===== src/rtl/single_bus_interconnect.sv =====
// Single-bus interconnect: address decode, per-slave wait states that drive
// the core stall, read-data multiplexing and unmapped-access error capture.
module single_bus_interconnect #(
    parameter int ADDR_BUS_WIDTH = 16,
    parameter int NR_OF_SLAVES = 4,
    parameter logic [ADDR_BUS_WIDTH*NR_OF_SLAVES-1:0] SLAVE_BASE =
        {16'h1000, 16'h2000, 16'h4000, 16'h8000},
    parameter logic [ADDR_BUS_WIDTH*NR_OF_SLAVES-1:0] SLAVE_MASK =
        {16'hF000, 16'hE000, 16'hC000, 16'h8000},
    parameter logic [4*NR_OF_SLAVES-1:0] SLAVE_WAIT = 16'h2010,
    parameter string SYNCHRONOUS_OUTPUT = "TRUE"
) (
    input  logic                       clk,
    input  logic                       rst,
    input  logic                       m_req,
    input  logic [ADDR_BUS_WIDTH-1:0]  m_addr,
    input  logic [31:0]                m_out,
    input  logic                       m_write_w,
    input  logic                       m_write_h,
    input  logic                       m_write_b,
    output logic [31:0]                m_in,
    output logic                       m_stall,
    output logic [NR_OF_SLAVES-1:0]    s_cs,
    output logic [ADDR_BUS_WIDTH-1:0]  s_addr,
    output logic [31:0]                s_in,
    output logic                       s_write_w,
    output logic                       s_write_h,
    output logic                       s_write_b,
    input  logic [32*NR_OF_SLAVES-1:0] s_dat,
    output logic                       bus_err,
    output logic [ADDR_BUS_WIDTH-1:0]  err_addr,
    output logic [7:0]                 err_cnt
);

    localparam int IDX_W = (NR_OF_SLAVES > 1) ? $clog2(NR_OF_SLAVES) : 1;
    // Registered slave outputs cost every slave one extra cycle.
    localparam logic [4:0] SYNC_LAT = (SYNCHRONOUS_OUTPUT == "TRUE") ? 5'd1 : 5'd0;

    typedef enum logic [1:0] {
        ST_IDLE = 2'd0,
        ST_WAIT = 2'd1,
        ST_ERR  = 2'd2
    } state_t;

    state_t                    state_reg;
    logic [IDX_W-1:0]          idx_reg;
    logic [4:0]                cnt_reg;
    logic [31:0]               m_in_reg;
    logic [ADDR_BUS_WIDTH-1:0] err_latch_reg;
    logic [ADDR_BUS_WIDTH-1:0] err_addr_reg;
    logic [7:0]                err_cnt_reg;

    logic [NR_OF_SLAVES-1:0]   hit;
    logic [4:0]                slave_lat [NR_OF_SLAVES];
    logic                      hit_any;
    logic [IDX_W-1:0]          hit_idx;
    logic [4:0]                lat_hit;
    logic [IDX_W-1:0]          sel_idx;
    logic [31:0]               rd_data;
    logic                      complete;
    logic                      is_write;

    // Per-slave window match and total access latency.
    generate
        for (genvar gi = 0; gi < NR_OF_SLAVES; gi++) begin : g_slave
            assign hit[gi] = ((m_addr & SLAVE_MASK[gi*ADDR_BUS_WIDTH +: ADDR_BUS_WIDTH])
                              == SLAVE_BASE[gi*ADDR_BUS_WIDTH +: ADDR_BUS_WIDTH]);
            assign slave_lat[gi] = {1'b0, SLAVE_WAIT[gi*4 +: 4]} + SYNC_LAT;
        end
    endgenerate

    // Priority encode the hits: the lowest index wins on overlapping windows.
    always_comb begin
        hit_any = 1'b0;
        hit_idx = '0;
        for (int i = NR_OF_SLAVES - 1; i >= 0; i--) begin
            if (hit[i]) begin
                hit_any = 1'b1;
                hit_idx = IDX_W'(i);
            end
        end
    end

    assign lat_hit  = slave_lat[hit_idx];
    assign sel_idx  = (state_reg == ST_WAIT) ? idx_reg : hit_idx;
    assign rd_data  = s_dat[sel_idx*32 +: 32];
    assign is_write = m_write_w | m_write_h | m_write_b;

    assign s_addr   = m_addr;
    assign s_in     = m_out;
    assign bus_err  = (state_reg == ST_ERR);
    assign err_addr = err_addr_reg;
    assign err_cnt  = err_cnt_reg;

    // Bus-side outputs: selects, stall, gated strobes and read-data mux.
    // Everything is forced idle while reset is held so the reset is visible at once.
    always_comb begin
        s_cs      = '0;
        m_stall   = 1'b0;
        complete  = 1'b0;
        m_in      = m_in_reg;
        s_write_w = 1'b0;
        s_write_h = 1'b0;
        s_write_b = 1'b0;
        if (!rst && m_req) begin
            case (state_reg)
                ST_IDLE: begin
                    if (hit_any) begin
                        s_cs[hit_idx] = 1'b1;
                        if (lat_hit == 5'd0) begin
                            complete = 1'b1;
                        end else begin
                            m_stall = 1'b1;
                        end
                    end else begin
                        m_stall = 1'b1;
                        m_in    = 32'h0;
                    end
                end
                ST_WAIT: begin
                    s_cs[idx_reg] = 1'b1;
                    if (cnt_reg == 5'd0) begin
                        complete = 1'b1;
                    end else begin
                        m_stall = 1'b1;
                    end
                end
                default: ;
            endcase
        end
        // Strobes only pass in the completion cycle, so each write lands once.
        if (complete) begin
            m_in      = rd_data;
            s_write_w = m_write_w;
            s_write_h = m_write_h;
            s_write_b = m_write_b;
        end
    end

    // Access FSM, wait counter, read-data hold and error capture.
    always_ff @(posedge clk or posedge rst) begin
        if (rst) begin
            state_reg     <= ST_IDLE;
            idx_reg       <= '0;
            cnt_reg       <= '0;
            m_in_reg      <= '0;
            err_latch_reg <= '0;
            err_addr_reg  <= '0;
            err_cnt_reg   <= '0;
        end else begin
            case (state_reg)
                ST_IDLE: begin
                    if (m_req) begin
                        if (hit_any) begin
                            if (lat_hit != 5'd0) begin
                                idx_reg   <= hit_idx;
                                cnt_reg   <= lat_hit - 5'd1;
                                state_reg <= ST_WAIT;
                            end
                        end else begin
                            err_latch_reg <= m_addr;
                            state_reg     <= ST_ERR;
                        end
                    end
                end
                ST_WAIT: begin
                    // A dropped request aborts; otherwise count down to completion.
                    if (!m_req || cnt_reg == 5'd0) begin
                        state_reg <= ST_IDLE;
                    end else begin
                        cnt_reg <= cnt_reg - 5'd1;
                    end
                end
                ST_ERR: begin
                    err_addr_reg <= err_latch_reg;
                    if (err_cnt_reg != 8'hFF) begin
                        err_cnt_reg <= err_cnt_reg + 8'd1;
                    end
                    state_reg <= ST_IDLE;
                end
                default: state_reg <= ST_IDLE;
            endcase
            if (complete && !is_write) begin
                m_in_reg <= rd_data;
            end
        end
    end

endmodule


===== config.mk =====
export PLATFORM = sky130hd
export DESIGN_NAME = single_bus_interconnect
export DESIGN_NICKNAME = d
export VERILOG_FILES = /design/src/rtl/single_bus_interconnect.sv
export SDC_FILE = /design/constraint.sdc
export NUM_CORES = 1
export LEC_CHECK = 0
export CORE_UTILIZATION = 35
export CTS_CLUSTER_DIAMETER = 150
export DETAILED_ROUTE_END_ITERATION = 12
export GPL_TIMING_DRIVEN = 0
export MAX_ROUTING_LAYER = met4
export PLACE_DENSITY = 0.79
export SLEW_MARGIN = 20
export SYNTH_ARGS = -nofsm -noshare
export SYNTH_HDL_FRONTEND = slang
export SYNTH_SLANG_ARGS = --single-unit

===== constraint.sdc =====
create_clock -name clk -period 3.8 [get_ports clk]
set_input_delay 0.38 -clock clk [delete_from_list [all_inputs] [get_ports clk]]
set_output_delay 0.38 -clock clk [all_outputs]
set_load 0.01 [all_outputs]

After elaboration in Yosys (flattened, before gate mapping)
Index checks and enable logic that the tools add are counted.
{"block": "totals", "in_bits": 182, "output_inout_bits": 113, "register_bits": 81, "wordCells": 96}
{"block": "classes", "n_eq_ne": 12, "n_lt_le_gt_ge": 5, "bitwise": 4, "shifts": 1, "add_sub_neg": 3, "n_reduce_logical": 18, "n_mux": 46}
{"operator": "32-bit 2-to-1 mux", "n": 4}
{"operator": "128-bit by 8-bit indexed part select with 32-bit output", "n": 1}
{"operator": "5-bit 2-to-1 mux", "n": 6}
{"operator": "2-bit 2-to-1 mux", "n": 9}
{"operator": "1-bit 2-to-1 mux", "n": 17}
{"operator": "5-bit binary-select mux with 2-bit select", "n": 1}
{"operator": "5-bit logical NOT", "n": 2}
{"operator": "5-bit one-hot mux with 2 select lines", "n": 1}
{"operator": "5-bit by 1-bit subtractor with 5-bit output, second input constant", "n": 2}
{"operator": "8-bit by 1-bit adder with 8-bit output, second input constant", "n": 1}
{"operator": "4-bit 2-to-1 mux", "n": 2}
{"operator": "2-bit != test, second input constant", "n": 4}
{"operator": "8-bit != test, second input constant", "n": 1}
{"operator": "4-bit one-hot mux with 2 select lines", "n": 1}
{"operator": "2-bit by 3-bit < comparator with 1-bit output, second input constant", "n": 2}
{"operator": "3-bit AND reduction", "n": 2}
{"operator": "5-bit AND reduction", "n": 1}
{"operator": "5-bit nonzero test", "n": 1}
{"operator": "1-bit demux with 2-bit select", "n": 2}
{"operator": "2-bit by 1-bit == test with 1-bit output, second input constant", "n": 2}
{"operator": "4-bit by 1-bit == test with 1-bit output, second input constant", "n": 1}
{"operator": "2-bit by 1-bit >= comparator with 1-bit output, second input constant", "n": 2}
{"operator": "1-bit logical AND", "n": 4}
{"operator": "1-bit one-hot mux with 2 select lines", "n": 2}
{"operator": "15 further kinds", "n": 18}

Logic depth before layout (Yosys ltp)
Gate-level depths: netlist (run 1).
{"block": "depth", "word_depth": 15, "ltp_mapped": 11, "mapped_depth_nobuf": 7}

Worst setup path after synthesis (run 1)
Ideal clock, no wire load.
{"block": "synth_timing", "path_type": "input -> output", "startpoint": "input port rst", "endpoint": "output port m_in[10]", "cell_stages": 5, "path_buffers": 1, "path_slack_ns": 0.183, "t_required_ns": 3.420, "arrival_ns": 3.237, "cell_sequence": "inv_1 nand4_4 o21a_1 clkbuf_1 a2bb2o_1"}
{"block": "synth_between", "elab_chain_len": 4, "elab_cells_between_ends": 5, "cone_classes": "mux (3); reduce/logical (2)"}
{"element": "start: declaration", "line": "14", "text": "input logic rst,"}
{"element": "1-bit logical NOT (no line) (*)"}
{"element": "1-bit logical AND (*)", "line": "105", "text": "if (!rst && m_req) begin"}
{"element": "32-bit 2-to-1 mux or 1-bit 2-to-1 mux (tied branches)", "line": "105"}
{"element": "32-bit 2-to-1 mux (*)", "line": "132", "text": "if (complete) begin"}
{"element": "end: declaration", "line": "21", "text": "output logic [31:0] m_in,"}
Every way passes the cells marked *; elsewhere a longest branch is shown, timed or not.

Worst setup path in the final report (run 1)
{"block": "layout_timing", "startpoint": "register state_reg[0]", "endpoint": "output port m_in[7]"}
{"block": "layout_between", "elab_chain_len": 4, "elab_cells_between_ends": 9, "cone_classes": "eq/ne (1); shift (1); mux (6); reduce/logical (1)"}
{"element": "start: declaration", "line": "45", "text": "state_t state_reg;"}
{"element": "start signal: assignment", "line": "143", "text": "state_reg <= ST_IDLE;"}
{"element": "start signal: assignment", "line": "158", "text": "state_reg <= ST_WAIT;"}
{"element": "start signal: assignment", "line": "162", "text": "state_reg <= ST_ERR;"}
{"element": "2-bit by 1-bit == test with 1-bit output or 2-bit logical NOT (tied branches)", "line": "85, 106"}
{"element": "2-bit 2-to-1 mux (tied with other cells)", "line": "85", "text": "assign sel_idx = (state_reg == ST_WAIT) ? idx_reg : hit_idx;"}
{"element": "128-bit by 8-bit indexed part select with 32-bit output (tied with other cells)", "line": "86", "text": "assign rd_data = s_dat[sel_idx*32 +: 32];"}
{"element": "32-bit 2-to-1 mux (*)", "line": "132"}
Marks and branches as above.

==> results_dict.tcl, run 1 <==
set metrics [dict create \
    status "completed" \
    cts_tree "yes" \
    wl_um 19000 \
    cts-root-buf "clkbuf_16" \
    tightestPinTransition_ps 766 \
    end_kind "primary output" \
    postSynthAreaPerCell_um2 9.50 \
    r2r_start "cnt_reg[3]" \
    antenna_found_initial 0 \
    finalWeightedCongestion 0.895 \
    largest_reg_flops 32 \
    crit_slowest_cell "clkdlybuf4s50_1" \
    rows 44 \
    yosys_warnings 0 \
    synth_cell_types 46 \
    swShare 0.321 \
    cap_violations 0 \
    drtIter0Drc 440 \
    critical_path_class "flip-flop to primary output" \
    drive_above_1_share 0.160 \
    rsz0062_at_grt "yes" \
    cp_max_fo 10 \
    grt_max_degree 60 \
    cp.arrival_ps 3330 \
    r2r_slack_ps 1380 \
    place_ws_ps -381 \
    numCtsBuffers 9 \
    fillers 1301 \
    ys_ff_latch 81 \
    p_int_uw 2320 \
    p_leak_uw 0.00364 \
    ir_drop_v 0.000269 \
    io_buffers 260 \
    die-area_mm2 0.0158 \
    slew_violations 0 \
    h-tree-depth 3 \
    grt_first_pass_wirelength_um 29100 \
    path_delay_family "buffers and inverters" \
    hp-class "primary input to asynchronous set/reset pin" \
    first_pass_iters 5 \
    grt_util_all_layers 0.243 \
    crit_buf_inv 4 \
    fin_cells 1032 \
    comb_power_share 0.410 \
    slew-limit-headroom 0.489 \
    drc_errors 0 \
    power.switching_uw 1100 \
    cp-start-kind "flip-flop" \
    design.core.area_mm2 0.0148 \
    r2r_cells 6 \
    max_freq_ghz 0.270 \
    clockPowerShare 0.265 \
    p_seq_frac 0.325 \
    syn_nets 749 \
    gr-total-overflow 0 \
    fin_crit_sh 0.976 \
    clk_pin_slew_worst_paths_ps 60 \
    cp_cell_sequence "buf_6 > nor2b_1 > buf_6 > nand2_1 > clkbuf_1 > nand3_1 > a32o_1 > a2bb2o_2 > clkdlybuf4s50_1" \
    clock_latency_ps 330 \
    async_reset_ff_frac 1.00 \
    power_density_mw_per_mm2 398 \
    diodes 0 \
    synthFlopType "dfrtp_1" \
    min_period_ps 3710 \
    setup_viol 0 \
    num_io_pins 295 \
    ys_seq_area_frac 0.378 \
    cts_buffer_depth 2 \
    wire_per_inst_um 18.4 \
    synth_edf_count 0 \
    initial_utilization 0.364 \
    reg2reg_to "m_in_reg[4]" \
    setup_ws_ps 92.7 \
    die_w_um 126 \
    vias_per_cell 5.46 \
    synthCells 565 \
    vias 5631 \
    finClkSkew_ps 8.43 \
    dp_cells 1010 \
    required_ps 3420 \
    hold_violations 0 \
    final_nets 1027 \
    fp.dieH_um 126 \
    dp_hpwl_um 14500 \
    grt_pass1_vias 5514 \
    path_common_cell "buf_6" \
    postRouteAntennaNets 0 \
    cts.sinks 81 \
    crit_path_max_incr_delay_ps 570 \
    syn_to_final_growth_pct 60.4 \
    syn_area_mm2 0.00537 \
]
-- cell usage after synthesis (2+ instances only) --
cell type / number / area [um2]
dfrtp_1: 81 / 2030
o21ai_0: 70 / 350
buf_4: 50 / 375
inv_1: 44 / 165
a31oi_1: 36 / 225
nand3_1: 36 / 180
a32o_1: 32 / 320
mux2i_1: 32 / 320
clkbuf_1: 30 / 113
mux2_2: 29 / 327
a2bb2o_1: 13 / 130
nand2_1: 12 / 45.0
nor2_1: 12 / 45.0
o2bb2ai_1: 11 / 96.3
a2bb2o_2: 8 / 90.1
buf_2: 8 / 40.0
a21oi_1: 6 / 30.0
xnor2_1: 6 / 52.6
and2_1: 5 / 31.3
buf_6: 5 / 56.3
nor2b_1: 4 / 25.0
nand2b_1: 3 / 18.8
xor2_1: 3 / 26.3
and3_1: 2 / 12.5
clkbuf_2: 2 / 10.0
ha_1: 2 / 25.0
nor3_1: 2 / 10.0
nor4_1: 2 / 12.5
or4_1: 2 / 15.0
-- repair_timing --
| item | 4_1_cts | 5_1_grt |
|---|---|---|
| buffers inserted | 6 | 0 |
| resized for setup | 1 | 5 |
| endpoints found under the setup margin | 31 | 21 |
| hold buffers | 0 | 0 |
| pin swaps | 2 | 0 |
-- stage by stage --
stage	util	hold WS [ps]	TNS [ps]	total power, uW	instance area [um2]
final	0.583	422	0	3420	8610
after global routing	0.583	444	-25.2	3590	8610
after CTS	0.583	424	0	3430	8600
after detailed placement	0.558	470	-6840	2500	8230
after global placement	0.556	467	-141700	2470	8200
after floorplan	-	449	0	1840	5370
-- power by group through the flow --
stage / registers, uW / clock network (uW) / logic (uW)
final: 1110 / 908 / 1400
after global routing: 1130 / 959 / 1500
after CTS: 1110 / 923 / 1400
after detailed placement: 1120 / 0 / 1380
after global placement: 1120 / 0 / 1360
after floorplan: 1110 / 0 / 728
-- cell families after synthesis --
family | Yosys count | synth area share
AO/OA/AOI/OAI | 184 | 0.248
buffers and inverters | 140 | 0.142
adder cells (fa/ha/maj) | 2 | 0.00466
AND/OR/NAND/NOR | 88 | 0.0916
flip-flops | 81 | 0.378
XOR/XNOR | 9 | 0.0147
multiplexers | 61 | 0.121
-- how the worst max path moves through the flow --
stage / from / end / slack (ps) / cells after the start
6_report: state_reg[0] / m_in[7] / 90 / 9
5_1_grt: state_reg[0] / m_in[7] / -30 / 9
3_5_place_dp: m_addr[12] / m_in[6] / -380 / 8
4_1_cts: m_addr[13] / m_in[25] / 30 / 9
3_3_place_gp: rst / m_in[25] / -2300 / 7
2_1_floorplan: rst / m_in[10] / 180 / 5
-- area by class of cell --
class / instances / area (um2) / share of cell area
clock buffers: 11 / 253 / 0.0294
well taps: 184 / 230 / 0.0268
plain buffers: 96 / 602 / 0.0699
inverters: 44 / 168 / 0.0195
flip-flops and latches: 81 / 2030 / 0.236
clock inverters: 5 / 61.3 / 0.00712
repair buffers: 267 / 2690 / 0.312
multi-input cells: 344 / 2580 / 0.300
-- cells in the final DEF, fill, tap and decap left out, types with 12 or more instances in the layout --
cell type / count
a2bb2o_1: 13
a31oi_1: 36
a32o_1: 32
buf_4: 55
clkbuf_1: 27
clkdlybuf4s50_1: 260
dfrtp_1: 81
inv_1: 43
mux2_2: 29
mux2i_1: 32
nand2_1: 12
nand3_1: 36
o21ai_0: 70
-- metal layers --
metal	vias up	share of wire	global-route usage
met1	2674	0.41	0.294
met5	-	0	-
met3	36	0.071	0.0310
met2	322	0.50	0.413
li1	2599	-	-
met4	0	0.022	0.0950
Power figures use the tool's default switching activity.
==> inputs of run 2 (changes only) <==
Settings changed: PLACE_DENSITY 0.79 to 0.82.
Clock period 3.8 ns to 3.4 ns, I/O delays scaled along.
==> run 2 against run 1 <==
Effect of this change:
- final cell count is 0.78% higher
- sequential share of layout area fell by 0.58 points
- first-iteration DRC count is 14% lower
- final area grew 2.5%
- highest routed layer unchanged
- largest power group unchanged
- clock power is 10% higher
- critical endpoint is now m_in[28]
==> results_dict.tcl, run 2 (same netlist as run 1, synthesis figures left out) <==
set metrics [dict create \
    vias 5688 \
    die_w_um 126 \
    vias_per_cell 5.47 \
    required_ps 3060 \
    clockPowerShare 0.260 \
    grt_first_pass_wirelength_um 29800 \
    p_leak_uw 0.00377 \
    grt_util_all_layers 0.251 \
    fillers 1268 \
    min_period_ps 3310 \
    num_io_pins 295 \
    crit_buf_inv 5 \
    p_total_uw 3840 \
    design.core.area_mm2 0.0148 \
    diodes 0 \
    die-area_mm2 0.0158 \
    clock_latency_ps 340 \
    grtUsageMet1 0.297 \
    numCtsBuffers 9 \
    syn_to_final_growth_pct 64.4 \
    fin_crit_sh 0.972 \
    slew-limit-headroom 0.567 \
    ir_drop_v 0.000296 \
    gr-total-overflow 0 \
    use_met3 0.0399 \
    cts_tree "yes" \
    seq_area_mm2 0.00203 \
    largest_reg_flops 32 \
    critical_path_class "flip-flop to primary output" \
    antenna_found_initial 0 \
    hp-class "flip-flop to flip-flop" \
    cp.arrival_ps 2970 \
    io_buffers 260 \
    dp_cells 1011 \
    wl_um 19700 \
    fp.dieH_um 126 \
    path_common_cell "buf_6" \
    final_nets 1035 \
    cap_violations 0 \
    max_freq_ghz 0.303 \
    layout_common_cells "237 x clkdlybuf4s50_1, 81 x dfrtp_1, 70 x o21ai_0, 61 x buf_4, 43 x inv_1" \
    drive_above_1_share 0.196 \
    cp_max_fo 10 \
    multiInputGateArea_mm2 0.00263 \
    finClkSkew_ps 8.30 \
    cp_cell_sequence "buf_6 > nor2b_1 > buf_6 > a211oi_4 > buf_6 > buf_2 > o21ai_0 > a32o_1 > o2bb2ai_1 > clkdlybuf4s50_1" \
    cp-start-kind "flip-flop" \
    crit_path_max_incr_delay_ps 580 \
    dp_hpwl_um 14800 \
    power.switching_uw 1270 \
    wire_per_inst_um 18.9 \
    rows 44 \
    end_kind "primary output" \
    power_density_mw_per_mm2 435 \
    crit_slowest_cell "clkdlybuf4s50_1" \
    grt_pass1_vias 5552 \
    grt_use_met2 0.417 \
    path_delay_family "buffers and inverters" \
    cts_buffer_depth 2 \
    fin_cells 1040 \
    grt_max_degree 32 \
    clk_pin_slew_worst_paths_ps 60 \
    slew_violations 0 \
    swShare 0.330 \
    tightestPinTransition_ps 646 \
    initial_utilization 0.364 \
    top_usage_layer "met2" \
    finalWeightedCongestion 0.893 \
    layout_commonest_cell "clkdlybuf4s50_1" \
    drc_errors 0 \
    p_seq_frac 0.324 \
    comb_power_share 0.416 \
    setup_viol 0 \
    first_pass_iters 7 \
    cts.sinks 81 \
    status "completed" \
    postRouteAntennaNets 0 \
    p_int_uw 2570 \
    hold_violations 0 \
    r2r_slack_ps 840 \
    cts-root-buf "clkbuf_16" \
    h-tree-depth 3 \
    drtIter0Drc 380 \
]
[run 2: changes by cell type in the layout (fill, tap and decap cells not counted), sizes merged]
cell,delta
buf,+6
clkbuf,-1
clkdlybuf4s15,+1
clkdlybuf4s50,-23
clkinv,-2
clkinvlp,+2
dlygate4sd2,+1
dlymetal6s2s,+22
inv,+2
[run 2: final cells by class]
class | instances | area share
multi-input combinational | 344 | 0.298
inverter | 44 | 0.0191
buffer | 96 | 0.0743
timing repair inverter | 1 | 0.000567
clock buffer | 10 | 0.0260
sequential | 81 | 0.230
tap | 184 | 0.0261
clock inverter | 6 | 0.00837
timing repair buffer | 274 | 0.318
[run 2: power by group through the flow]
stage,Clock (uW),Sequential (uW),Combinational [uW]
after floorplan,0,1240,814
after global placement,0,1250,1520
after detailed placement,0,1260,1540
after CTS,1020,1240,1590
after global routing,1060,1270,1710
final,999,1250,1600
[run 2: metal layers]
layer	vias up	wire length (um)
met3	61	1400
met4	0	805
li1	2610	-
met5	-	0
met2	323	9520
met1	2694	7930
[run 2: metrics by stage]
| step | worst slack, ps | hold slack, ps | setup TNS (ps) | cell area (um2) | util |
|---|---|---|---|---|---|
| 6_report | 94.3 | 478 | 0 | 8820 | 0.598 |
| 5_1_grt | -5.56 | 494 | -8.23 | 8820 | 0.598 |
| 4_1_cts | 11.1 | 451 | 0 | 8690 | 0.589 |
| 3_5_place_dp | -678 | 471 | -17810 | 8240 | 0.559 |
| 3_3_place_gp | -1840 | 465 | -75110 | 8200 | 0.556 |
| 2_1_floorplan | 402 | 449 | 0 | 5370 | - |
[run 2: final timing paths]
| path | to | cells after the start | start |
|---|---|---|---|
| worst max-delay path | m_in[28] | 10 | state_reg[0] |
| worst min-delay path | err_latch_reg[15] | 1 | err_latch_reg[15] |
| worst max register to register | m_in_reg[4] | 8 | cnt_reg[3] |
| worst min register to register | err_latch_reg[15] | 1 | err_latch_reg[15] |
| max in group asynchronous | err_cnt[6] | 4 | rst |
| min in group asynchronous | cnt_reg[1] | 3 | rst |
[run 2: repair_timing]
| item | in CTS | in global routing |
|---|---|---|
| gates resized for setup | 32 | 40 |
| gates cloned | 1 | 1 |
| setup endpoints to repair | 35 | 31 |
| setup buffers | 8 | 3 |
| pin swaps | 3 | 1 |
| hold buffers | 0 | 0 |
[run 2: worst reg2reg max path: cells and delay by family, from the launching register on]
family,cells,cell delay [ps]
multiplexers,1,210
flip-flops,1,400
AND/OR/NAND/NOR,4,1250
buffers and inverters,3,610
